**config.mk**
```make
export PLATFORM = sky130hd
export DESIGN_NAME = prog_mem_ldr
export DESIGN_NICKNAME = d
export VERILOG_FILES = /design/src/rtl/prog_mem_ldr.sv
export SDC_FILE = /design/constraint.sdc
export NUM_CORES = 2
export LEC_CHECK = 0
export ABC_AREA = 1
export CAP_MARGIN = 10
export CELL_PAD_IN_SITES_DETAIL_PLACEMENT = 1
export CELL_PAD_IN_SITES_GLOBAL_PLACEMENT = 2
export CORE_ASPECT_RATIO = 1.2
export CORE_MARGIN = 10
export CORE_UTILIZATION = 40
export CTS_CLUSTER_SIZE = 8
export DETAILED_ROUTE_END_ITERATION = 10
export PLACE_DENSITY = 0.79
export SYNTH_ARGS = -nofsm -noshare
export SYNTH_HDL_FRONTEND = slang
export SYNTH_SLANG_ARGS = --single-unit
```
**constraint.sdc**
```tcl
create_clock -name clk -period 4.35 [get_ports clk]
set_input_delay 0.87 -clock clk [delete_from_list [all_inputs] [get_ports clk]]
set_output_delay 0.87 -clock clk [all_outputs]
set_load 0.01 [all_outputs]
```
**src/rtl/prog_mem_ldr.sv**
```systemverilog
// Program memory with a byte-stream loader. Optional even parity per word when PMEM_PARITY_EN is defined.
// Latency: fetch is registered (1 cycle). A load takes NB+1 cycles per instruction plus one DONE cycle.
// Backpressure: ld_ready is high only in COLLECT with e=1. Dropping e stalls both fetch and loading.
module prog_mem_ldr #(
  parameter int IW = 12,
  parameter int AW = 8
) (
  input  logic          clk,
  input  logic          rst,
  input  logic          e,
  input  logic [AW-1:0] addr,
  output logic [IW-1:0] I,
  output logic          i_valid,
  input  logic          ld_start,
  input  logic [AW-1:0] ld_base,
  input  logic [AW:0]   ld_count,
  input  logic [7:0]    ld_data,
  input  logic          ld_valid,
  output logic          ld_ready,
  output logic          ld_busy,
  output logic          ld_done
`ifdef PMEM_PARITY_EN
  ,
  output logic          par_err
`endif
);

  localparam int NB    = (IW + 7) / 8;
  localparam int DEPTH = 2 ** AW;
`ifdef PMEM_PARITY_EN
  localparam int MW = IW + 1;
`else
  localparam int MW = IW;
`endif

  typedef enum logic [1:0] {S_IDLE, S_COLLECT, S_WRITE, S_DONE} state_t;

  state_t        state_q, state_d;
  logic [AW-1:0] la_q, la_d;      // next load address, wraps naturally
  logic [AW:0]   rem_q, rem_d;    // instructions still to write
  logic [2:0]    idx_q, idx_d;    // byte index within the current word
  logic [IW-1:0] asm_q, asm_d;    // word being assembled; bits above IW are never stored
  logic [IW-1:0] i_q, i_d;
  logic          iv_q, iv_d;
  logic          wr_en;
  logic [MW-1:0] wr_word;
  logic [MW-1:0] rd_word;

  logic [MW-1:0] mem [DEPTH];

`ifdef PMEM_PARITY_EN
  logic par_q, par_d;
  assign wr_word = {^asm_q, asm_q};
  assign par_err = par_q;
`else
  assign wr_word = asm_q;
`endif

  // Fetch path: the read sees the pre-write contents on a same-address collision.
  assign rd_word = mem[addr];
  always_comb begin
    i_d  = '0;
    iv_d = 1'b0;
`ifdef PMEM_PARITY_EN
    par_d = 1'b0;
`endif
    if (e) begin
      i_d  = rd_word[IW-1:0];
      iv_d = 1'b1;
`ifdef PMEM_PARITY_EN
      par_d = ^rd_word;
`endif
    end
  end

  // Loader FSM: next state, datapath updates and handshake outputs.
  always_comb begin
    state_d  = state_q;
    la_d     = la_q;
    rem_d    = rem_q;
    idx_d    = idx_q;
    asm_d    = asm_q;
    wr_en    = 1'b0;
    ld_ready = 1'b0;
    case (state_q)
      S_IDLE: begin
        if (ld_start && e) begin
          la_d    = ld_base;
          rem_d   = ld_count;
          idx_d   = '0;
          asm_d   = '0;
          state_d = (ld_count == '0) ? S_DONE : S_COLLECT;
        end
      end
      S_COLLECT: begin
        ld_ready = e;
        if (ld_valid && e) begin
          // Little-endian placement; bit b belongs to byte b/8.
          for (int b = 0; b < IW; b++) begin
            if (idx_q == 3'(b / 8)) asm_d[b] = ld_data[b % 8];
          end
          if (idx_q == 3'(NB - 1)) begin
            idx_d   = '0;
            state_d = S_WRITE;
          end else begin
            idx_d = idx_q + 3'd1;
          end
        end
      end
      S_WRITE: begin
        if (e) begin
          wr_en   = 1'b1;
          la_d    = la_q + 1'b1;
          rem_d   = rem_q - 1'b1;
          state_d = (rem_q == (AW+1)'(1)) ? S_DONE : S_COLLECT;
        end
      end
      default: state_d = S_IDLE;
    endcase
  end

  assign ld_busy = (state_q != S_IDLE);
  assign ld_done = (state_q == S_DONE);
  assign I       = i_q;
  assign i_valid = iv_q;

  // State and output registers; a reset mid-load simply discards the partial word.
  always_ff @(posedge clk) begin
    if (rst) begin
      state_q <= S_IDLE;
      la_q    <= '0;
      rem_q   <= '0;
      idx_q   <= '0;
      asm_q   <= '0;
      i_q     <= '0;
      iv_q    <= 1'b0;
`ifdef PMEM_PARITY_EN
      par_q   <= 1'b0;
`endif
    end else begin
      state_q <= state_d;
      la_q    <= la_d;
      rem_q   <= rem_d;
      idx_q   <= idx_d;
      asm_q   <= asm_d;
      i_q     <= i_d;
      iv_q    <= iv_d;
`ifdef PMEM_PARITY_EN
      par_q   <= par_d;
`endif
    end
  end

  // Storage array: not reset, so written words survive a load abort.
  always_ff @(posedge clk) begin
    if (wr_en) mem[la_q] <= wr_word;
  end

endmodule
```
[After elaboration in Yosys (flattened, before gate mapping)]
Memories as Yosys holds them, arrays and structs flattened. A register that Yosys moved wholly into a read port is not among the register bits.
Index checks and enable logic that the tools add are counted.
Cells by class
  add/sub/neg operators: 3
  multiply operators: 0
  divide/modulo/power cells: 0
  $lt $le $gt $ge: 0
  equal/unequal tests: 10
  shifts and indexed selects: 0
  muxes and demuxes: 37
  bitwise operators: 1
  reduce and logical (&&, ||, !) cells: 14
Operators with widths (count)
  $mux W12: 2
  $pmux W12 S2: 1
  $mux W9: 2
  $pmux W9 S2: 1
  $mux W1: 17
  $mux W8: 2
  $pmux W8 S2: 1
  $mux W2: 6
  $reduce_and A4 Y1: 3
  $ne A2 B2 Y1 const B: 5
  $eq A9 B1 Y1 const B: 1
  $logic_not A9 Y1: 1
  $mux W3: 3
  $sub A9 B1 Y9 const B: 1
  $add A8 B1 Y8 const B: 1
  $pmux W2 S3: 1
  $pmux W3 S2: 1
  $reduce_and A3 Y1: 2
  $reduce_bool A2 Y1: 3
  $eq A2 B2 Y1 const B: 2
  $add A3 B1 Y3 const B: 1
  $eq A3 B1 Y1 const B: 1
  $logic_not A3 Y1: 1
  $eq A2 B1 Y1 const B: 1
  4 further kinds: 5
Storage, ports and cells
  flip-flop bits (word level): 35
  bits in latches: 0
  bits in writable memories: 3072
  ROM bits: 0
  bits of input ports: 38
  output and inout port bits: 16
  logic and storage cells: 73
  memories kept: 1
Memories
  mem: words 256, width 12, read ports 1, clocked after memory_dff 1, wr ports 1, line 49  | logic [MW-1:0] mem [DEPTH];

[Logic depth before layout (Yosys ltp)]
  depth in word-level cells: 4
  mapped depth: 15
  gate-level depth less buffers: 11

[Least setup slack after synthesis]
OpenSTA, ideal clock, no wires.
  kind: flip-flop to flip-flop
  start point: reg asm_q[0]
  end point: mem mem[0][0] (netlist bit), data pin
  setup time: 856 ps
  data arrival time: 3398 ps
  required time: 3494 ps
  slack: 97 ps
  stages on the path, launching flop included: 1
  buffers on the path: 0
  clock period less this slack: 4253 ps
  path through: dfxtp_1
RTL lines
  start, declared: line 42  | logic [IW-1:0] asm_q, asm_d;
  start signal, assigned: line 145  | asm_q <= asm_d;
  end, declared: line 49
No word-level cell before the write port.

[Final worst setup path]
  start point: reg state_q[1]
  end point: mem mem[122][5] (netlist bit) (enable)
On the way
  longest elaborated chain between the ends: 4
RTL lines
  start, declared: line 38  | state_t state_q, state_d;
  start signal, assigned: line 141  | state_q <= state_d;
  $eq A2 B2 Y1: line 85  | case (state_q)
  $mux W1: line 85
  $mux W1: line 156  | if (wr_en) mem[la_q] <= wr_word;
  $mux W1 (implied by the code): line 156
No other way between the ends.

==> flow_summary_export.csv <==
group,metric,value,unit
placed_design,dp_hpwl,253000,um
logic_synthesis,yosysMostFrequentCell,"nand2_1",
logic_synthesis,ys_warn_count,0,
floorplanning,initial_utilization,40.14,%
cts,path_clk_slew,60,ps
placed_design,io_buffers,53,
cts,cts-resized-gates,0,
routing,drtIter0Drc,8793,
cts,hold_buffers,0,
floorplanning,die_h,636.4,um
worst_setup_path,startpoint_type,"flip-flop",
final_layout,drive_gt1_share,9.825,%
routing,vias_per_cell,5.721,
worst_setup_path,endpoint_kind,"flip-flop",
logic_synthesis,synth-seq-area-share,73.57,%
logic_synthesis,synth_nets,10630,
routing,drt_pass1_iterations,5,
floorplanning,std_cell_rows,226,
final_layout,post-route-util,46.16,%
logic_synthesis,synth_top_area_cell,"edfxtp_1",
routing,wl_per_cell,27.77,um
flow_run,drv_cap,0,
cts,cts_buffer_depth,4,
pwr,irDropWorstVdd,387.1,uV
hold_path,holdCritPathClass,"primary input to flip-flop",
routing,vias,87180,
global_route,grt_pass1_wl,619400,um
cts,numCtsBuffers,428,
cts,cts_tree,"built",
cts,clock-sinks,3119,
logic_synthesis,ys_ff_latch,3119,
global_route,grt_use_total,24.09,%
logic_synthesis,syn_inst,10580,
logic_synthesis,syn-cell-area,126700,sq um
pwr,power_density,489.9,nW/um^2
floorplanning,die_w,533.7,um
routing,postRouteAntennaNets,0,
global_route,grt_overflow,0,
timing,min_period_over_period,79.56,%
timing,max_slew_margin,17.67,%
cts,clk_latency,980,ps
final_layout,syn_to_final_growth,15.00,%
logic_synthesis,synthFlopType,"edfxtp_1",
worst_setup_path,crit_required,4970,ps
placed_design,gp_congestion,0.8472,
worst_setup_path,critPathKind,"flip-flop to flip-flop",
logic_synthesis,synthTopCellsByArea,"edfxtp_1, nand3_1, nand2_1",
pwr,leakagePower,0.05187,uW
timing,final.setup.tns,0,ps
timing,max_freq,289.0,MHz
timing,period_needed,3461,ps
logic_synthesis,syn_avg_cell_area,11.97,sq um
logic_synthesis,ys_async_sr_fraction,0,%
floorplanning,core_area,315600,sq um
final_layout,fin_cells,15240,
pwr,power,71360,uW
final_layout,nets,10970,
global_route,grt_pass1_vias,91470,
global_route,antenna_found_initial,12,
timing,timing_worst_slew_pin_value,1235,ps
cts,cts_setup_buffers,0,
worst_setup_path,crit_path_max_fanout,23,
logic_synthesis,synth_cell_types,36,
cts,h-tree-depth,5,
logic_synthesis,netlist_top_cells_count,"nand2_1, edfxtp_1, nand3_1, nor2_1, buf_2",
routing,drc,0,
logic_synthesis,synth_edf_count,3072,
routing,drt-total-wl,423200,um
timing,finalClockSkew,70.47,ps
placed_design,place_inst,14710,
timing,slew_violations,0,
logic_synthesis,yosysTopAreaCellShare,72.83,%
floorplanning,die-area,339700,sq um
status,status,"completed",
floorplanning,num_io_pins,54,
worst_setup_path,critical_path_arrival,4080,ps
global_route,grt_max_degree,160,
timing,rsz0062_at_grt,"false",
timing,finalHoldViolCount,0,
timing,setup_violations,0,
cts,cts-root-buf,"clkbuf_16",
[worst paths after layout]
kind                      startpoint               endpoint  slack (ps)  cells past startpoint
max          state_q[1]$_SDFFE_PP0P_  mem[122][5]$_DFFE_PP_         890                      9
min                       ld_data[5]  asm_q[5]$_SDFFE_PP0P_         470                      3
max reg2reg  state_q[1]$_SDFFE_PP0P_  mem[122][5]$_DFFE_PP_         890                      9
min reg2reg    rem_q[8]$_SDFFE_PP0P_  rem_q[8]$_SDFFE_PP0P_         490                      2
[power breakdown]
part           switching [uW]  leakage (uW)  internal (uW)
clock                   12300       0.00564          17800
combinational            4790        0.0172           1350
sequential                660        0.0290          34500
total                   17700        0.0519          53700
[through the flow]
stage | hold WS [ps] | worst slack, ps | area (sq um)
detailed placement | 481.5 | 296.9 | 134100
finish | 473.0 | 889.2 | 145700
global placement | 467.0 | 297.6 | 134100
CTS | 429.5 | 933.7 | 145600
global route | 480.6 | 837.1 | 145700
floorplan | 450.3 | 96.67 | 126700
[cells by family (layout without fill, tap and decap cells)]
family                     count (synthesis)  count (layout)  share of synthesized area (%)
AOI/OAI and AO/OA                        169             169                         0.7379
xor gates and xnor gates                   2               2                        0.01383
adders and majority gates                  6               6                        0.05927
buffers and inverters                    788            1218                          3.454
DFF                                     3119            3119                          73.57
other                                      0               7                              0
and+or+nand+nor                         6499            6499                          22.16
[final cells by class]
type,instances,area [sq um]
clock buffer,498,11190
timing repair buffer,630,6087
tap,4218,5278
clock inverter,21,409.1
sequential,3119,93230
fill,32810,169900
inverter,69,309.0
antenna,7,17.52
multi-input combinational,6676,29140
[registers in the layout (all words and copies together), names as in the netlist]
register	count
asm_q	12
state_q	2
I	12
rem_q	9
idx_q	3
i_valid	1
la_q	8
mem	3072
[routing by layer]
metal,routed length [um],GRT usage [%],vias up
met2,208300,40.73,3062
met4,22060,11.32,6
li1,-,-,38140
met1,167500,30.54,45130
met3,25410,3.484,835
met5,38,0,-
[placed cells by master, fill, tap and decap left out, types with 35 or more instances in the layout]
| cell | n |
|---|---|
| buf_4 | 481 |
| clkdlybuf4s50_1 | 47 |
| clkbuf_16 | 438 |
| inv_1 | 60 |
| o21ai_0 | 65 |
| buf_12 | 97 |
| clkbuf_1 | 60 |
| a21oi_1 | 48 |
| edfxtp_1 | 3072 |
| nand3_1 | 2898 |
| dfxtp_1 | 35 |
| nor2_1 | 428 |
| nand2_1 | 3142 |
[critical path: stages (launching register included)]
cell,delay (ps)
dfxtp_1,410
inv_1,70
nor2_2,90
buf_4,290
inv_1,170
nor2_8,380
nand2_2,600
buf_4,380
nor2_1,330
buf_4,310
Note: power is estimated with default switching activity, not from simulation.
